File: config.mk
export PLATFORM = sky130hd
export DESIGN_NAME = intf_reduce
export DESIGN_NICKNAME = d
export VERILOG_FILES = /design/src/rtl/intf_reduce.sv
export SDC_FILE = /design/constraint.sdc
export NUM_CORES = 1
export LEC_CHECK = 0
export ABC_CLOCK_PERIOD_IN_PS = 1900
export CAP_MARGIN = 30
export CORE_MARGIN = 8
export CORE_UTILIZATION = 45
export DETAILED_ROUTE_END_ITERATION = 8
export DONT_BUFFER_PORTS = 1
export MAX_ROUTING_LAYER = met4
export SLEW_MARGIN = 20
export SYNTH_ARGS = -nofsm -noshare
export SYNTH_HDL_FRONTEND = slang
export SYNTH_SLANG_ARGS = --single-unit
File: constraint.sdc
create_clock -name CLK -period 1.9 [get_ports CLK]
set_input_delay 0.38 -clock CLK [delete_from_list [all_inputs] [get_ports CLK]]
set_output_delay 0.38 -clock CLK [all_outputs]
set_load 0.005 [all_outputs]
File: src/rtl/intf_reduce.sv
// intf_reduce
// -----------------------------------------------------------------------------
// Per-channel input FIFOs feeding a bitwise reduction stage that writes into an
// output FIFO. A combine pops one head from every input FIFO and pushes the
// reduced word into the output FIFO. It needs every input FIFO non-empty and
// the output FIFO not full.
//
// Parameters
//   WIDTH  data bits per channel and result width
//   NCH    number of input channels (2..8)
//   DEPTH  entries per FIFO, power of two, >= 2
//
// Ports
//   CLK      clock, all state updates on the rising edge
//   RST_N    asynchronous active-low reset
//   in_data  NCH*WIDTH  channel i data in [i*WIDTH +: WIDTH]
//   in_en    NCH        per-channel enqueue strobe
//   in_rdy   NCH        per-channel ready (input FIFO not full)
//   mode     2          00 OR, 01 AND, 10 XOR, 11 NOR
//   y_en     1          result dequeue strobe
//   y_data   WIDTH      output FIFO head, forced to 0 while y_rdy=0
//   y_rdy    1          output FIFO not empty
//   err      1          sticky protocol error (enable while not ready)
//   cnt      16         completed combines, wrapping
// -----------------------------------------------------------------------------
module intf_reduce #(
    parameter int unsigned WIDTH = 1,
    parameter int unsigned NCH   = 2,
    parameter int unsigned DEPTH = 2
) (
    input  logic                 CLK,
    input  logic                 RST_N,
    input  logic [NCH*WIDTH-1:0] in_data,
    input  logic [NCH-1:0]       in_en,
    output logic [NCH-1:0]       in_rdy,
    input  logic [1:0]           mode,
    input  logic                 y_en,
    output logic [WIDTH-1:0]     y_data,
    output logic                 y_rdy,
    output logic                 err,
    output logic [15:0]          cnt
);

    localparam int unsigned AW = $clog2(DEPTH);

    // Pointers carry one extra wrap bit so full and empty are distinguishable.
    typedef logic [AW:0] ptr_t;

    typedef enum logic [1:0] {
        OP_OR  = 2'b00,
        OP_AND = 2'b01,
        OP_XOR = 2'b10,
        OP_NOR = 2'b11
    } op_e;

    logic [WIDTH-1:0] in_mem  [NCH][DEPTH];
    ptr_t             in_wp   [NCH];
    ptr_t             in_rp   [NCH];
    logic [WIDTH-1:0] head    [NCH];
    logic [NCH-1:0]   in_empty;
    logic [NCH-1:0]   in_full;
    logic [NCH-1:0]   enq;

    logic [WIDTH-1:0] out_mem [DEPTH];
    ptr_t             out_wp;
    ptr_t             out_rp;
    logic             out_empty;
    logic             out_full;

    logic             combine;
    logic             deq;
    logic             violation;
    op_e              op;
    logic [WIDTH-1:0] red_or;
    logic [WIDTH-1:0] red_and;
    logic [WIDTH-1:0] red_xor;
    logic [WIDTH-1:0] result;

    // ---------------------------------------------------------------------
    // FIFO status, derived from registered pointers only
    // ---------------------------------------------------------------------
    always_comb begin
        in_empty = '0;
        in_full  = '0;
        for (int unsigned i = 0; i < NCH; i++) begin
            in_empty[i] = (in_wp[i] == in_rp[i]);
            in_full[i]  = (in_wp[i][AW] != in_rp[i][AW]) &&
                          (in_wp[i][AW-1:0] == in_rp[i][AW-1:0]);
            head[i]     = in_mem[i][in_rp[i][AW-1:0]];
        end
    end

    assign out_empty = (out_wp == out_rp);
    assign out_full  = (out_wp[AW] != out_rp[AW]) &&
                       (out_wp[AW-1:0] == out_rp[AW-1:0]);

    assign in_rdy = ~in_full;
    assign y_rdy  = ~out_empty;
    assign y_data = out_empty ? '0 : out_mem[out_rp[AW-1:0]];

    // ---------------------------------------------------------------------
    // Transfer decisions
    // ---------------------------------------------------------------------
    // Readiness comes from pre-edge state, so a full input FIFO refuses data
    // even when a combine frees a slot at the same edge.
    assign enq       = in_en & in_rdy;
    assign deq       = y_en & y_rdy;
    assign combine   = (&(~in_empty)) & ~out_full;
    assign violation = (|(in_en & ~in_rdy)) | (y_en & ~y_rdy);

    // ---------------------------------------------------------------------
    // Reduction of the current heads
    // ---------------------------------------------------------------------
    assign op = op_e'(mode);

    always_comb begin
        red_or  = '0;
        red_and = '1;
        red_xor = '0;
        for (int unsigned i = 0; i < NCH; i++) begin
            red_or  = red_or  | head[i];
            red_and = red_and & head[i];
            red_xor = red_xor ^ head[i];
        end
    end

    always_comb begin
        result = red_or;
        case (op)
            OP_OR:   result = red_or;
            OP_AND:  result = red_and;
            OP_XOR:  result = red_xor;
            OP_NOR:  result = ~red_or;
            default: result = red_or;
        endcase
    end

    // ---------------------------------------------------------------------
    // Pointers, counters and error flag
    // ---------------------------------------------------------------------
    always_ff @(posedge CLK or negedge RST_N) begin
        if (!RST_N) begin
            for (int unsigned i = 0; i < NCH; i++) begin
                in_wp[i] <= '0;
                in_rp[i] <= '0;
            end
            out_wp <= '0;
            out_rp <= '0;
            err    <= 1'b0;
            cnt    <= '0;
        end else begin
            for (int unsigned i = 0; i < NCH; i++) begin
                if (enq[i]) begin
                    in_wp[i] <= in_wp[i] + 1'b1;
                end
                if (combine) begin
                    in_rp[i] <= in_rp[i] + 1'b1;
                end
            end
            if (combine) begin
                out_wp <= out_wp + 1'b1;
                cnt    <= cnt + 16'd1;
            end
            if (deq) begin
                out_rp <= out_rp + 1'b1;
            end
            if (violation) begin
                err <= 1'b1;
            end
        end
    end

    // ---------------------------------------------------------------------
    // Storage arrays; contents are don't-care until the pointers cover them
    // ---------------------------------------------------------------------
    always_ff @(posedge CLK) begin
        for (int unsigned i = 0; i < NCH; i++) begin
            if (enq[i]) begin
                in_mem[i][in_wp[i][AW-1:0]] <= in_data[i*WIDTH +: WIDTH];
            end
        end
        if (combine) begin
            out_mem[out_wp[AW-1:0]] <= result;
        end
    end

endmodule

==> impl_metrics.ini <==
[worst_setup_path]
ff2ff_path_depth = 5
crit_path_start_kind = flip-flop
cp.arrival_ps = 1320
cp_max_fo = 5
cp.buffers_inverters = 1
crit_slowest_cell = dfrtp_1
worst-path-stages = 3
cp_slowest_stage_delay_ps = 470
critPathRequiredTime_ps = 1520
crit_chain = xor2_1, nor2_1, inv_1
crit_type = reg -> out
cp-end-kind = output port
crit_family = flip-flops

[routing]
initialDrtViolationCount = 108
wl_per_cell_um = 16.2
wl_um = 3300
via_count = 1057
route.detailed.drc = 0
dr.pass1.iters = 4
detail_route.vias_per_cell = 5.21
ant_nets = 0

[cts]
postCtsSetupBuffers = 0
cts.sinks = 35
cts_made_buffers = 5
ctsResizeCount = 0
cts_tree = done
insertion_delay_ps = 280
clkTransAtPathRegs_ps = 70
hold_buffers = 2
h-tree-depth = 2
ctsLongestPathBuffers = 2
cts.root.buffer_cell = clkbuf_8

[grt]
grt_pass1_wl_um = 5620
grt-ovfl-total = 0
track_usage_pct = 12.1
grt_max_degree = 30
antenna_found_initial = 0
grt_pass1_vias = 1118

[die]
fp.dieH_um = 77.6
num_rows = 22
ios = 30
die-area_sq_um = 6020
die_w_um = 77.6
initial_core_util_pct = 46.6
core_area_sq_um = 3660

[pwr]
clockPowerShare_pct = 16.8
sequentialPowerShare_pct = 36.8
leakagePower_nw = 0.840
switching_share_pct = 41.7
switchingPower_mw = 1.58
power_density_nw_per_um2 = 1990
power_frac_comb_pct = 46.4
intPower_mw = 2.21
vdd_drop_max_mv = 0.717

[layout]
fin_util_pct = 51.9
areaGrowthSynthToFinish_pct = 11.4
design_area_sq_um = 1900
fin_nets = 166
drive_above_1_share_pct = 12.9
fill_cells = 313
antenna_cells = 0

[synth]
yosysWarningCount = 0
ys_ff_latch = 35
synth_cell_types = 32
seq_area_frac_synth_pct = 53.1
postSynthCellCount = 146
synth-async-reset-ratio_pct = 82.9
syn_avg_cell_area_sq_um = 11.7
synth_edf_count = 6
synth_area_sq_um = 1710
synth_nets = 158
synth-main-ff-cell = dfrtp_1

[min_path]
hold_path_class = in -> reg
whs_path_depth = 0

[sta]
finalHoldViolCount = 0
max_slew_margin_pct = 75.4
period_minus_slack_ps = 1700
tns_ps = 0
rsz0062_at_grt = false
drv_slew = 0
worst_pin_slew_ps = 370
min_period_over_period_pct = 89.5
max_freq_mhz = 588
finalSetupViolations = 0
fin_skew_ps = 2.98

[placed_design]
hpwl_um = 2450
port_buffers = 0
gp_congestion = 0.766
dpl_cell_area_sq_um = 1760

[run]
drv_cap = 0

[outcome]
status = finished clean
-- worst paths after layout --
check / start / to / slack (ps)
worst max register to register: in_rp[0] / out_mem[1] / 240
worst min register to register: in_wp[1] / in_wp[1] / 490
worst max-delay path: out_rp[0] / y_rdy / 200
max in group asynchronous: RST_N / cnt[15] / 1190
min in group asynchronous: RST_N / cnt[2] / 550
worst min-delay path: in_data[0] / in_mem[0][1] / 190
-- power groups by stage --
stage | combinational [mW] | sequential [mW] | clock [mW]
after global routing | 1.98 | 1.44 | 0.684
after CTS | 1.78 | 1.40 | 0.658
after detailed placement | 1.75 | 1.41 | 0
after global placement | 1.70 | 1.39 | 0
final | 1.76 | 1.39 | 0.638
after floorplan | 1.45 | 1.29 | 0
-- through the flow --
step / setup slack [ps] / instances / power, mW / hold slack [ps]
4_1_cts: 162 / 203 / 3.84 / 177
2_1_floorplan: 314 / 146 / 2.75 / 84.4
3_3_place_gp: 283 / 193 / 3.09 / 85.7
6_report: 200 / 203 / 3.79 / 188
5_1_grt: 95.3 / 203 / 4.10 / 172
3_5_place_dp: 233 / 193 / 3.16 / 85.5
-- state kept, by name (all words and copies together) (netlist names) --
| register | flops |
|---|---|
| out_rp | 2 |
| in_mem | 4 |
| out_wp | 2 |
| in_wp | 4 |
| cnt | 16 |
| out_mem | 2 |
| in_rp | 4 |
| err | 1 |
-- cells by family after synthesis --
group / synth area share [%]
compound gates: 3.81
xor+xnor: 19.9
fa+ha+maj: 2.20
buf+inv: 3.30
flops: 53.1
mux: 3.67
simple gates: 14.0
-- cell type report --
class	count	area (sq um)	share of cell area, %
sequential	35	906	47.7
multi-input combinational	99	743	39.1
clock buffer	5	68.8	3.62
tap	48	60.1	3.16
timing repair buffer	5	52.6	2.77
clock inverter	3	38.8	2.04
inverter	8	30.0	1.58
-- per-layer routing --
layer | vias to the layer above | share of wire (%) | GRT usage [%]
met3 | 6 | 6.5 | 4.49
met4 | 0 | 1.4 | 4.53
met5 | - | 0 | -
li1 | 513 | - | -
met2 | 24 | 50 | 19.0
met1 | 514 | 42 | 13.7
-- cell usage in the layout (no fill, tap or decap), types with 2 or more instances in the layout --
master	instances
and3_1	2
and4_1	3
buf_4	3
clkbuf_8	5
dfrtp_1	29
edfxtp_1	6
ha_1	3
inv_1	8
mux2i_1	4
nand2_1	10
nand3_1	6
nand4_1	2
nor2_1	6
nor3_1	9
nor4_1	3
xnor2_1	15
xor2_1	20
xor2_2	2
-- cell usage after synthesis (2+ instances only) --
cell      number  area (sq um)
edfxtp_1       6           180
nand4_1        2          12.5
xor2_1        20           175
nor3_1         9          45.0
xor2_2         2          32.5
nor2_1         6          22.5
dfrtp_1       29           726
and4_1         3          26.3
mux2i_1        4          40.0
ha_1           3          37.5
inv_1          8          30.0
xnor2_1       15           131
nand3_1        6          30.0
and3_1         2          12.5
buf_2          3          15.0
nor4_1         3          18.8
nand2_1       10          37.5
Power figures use the tool's default switching activity.
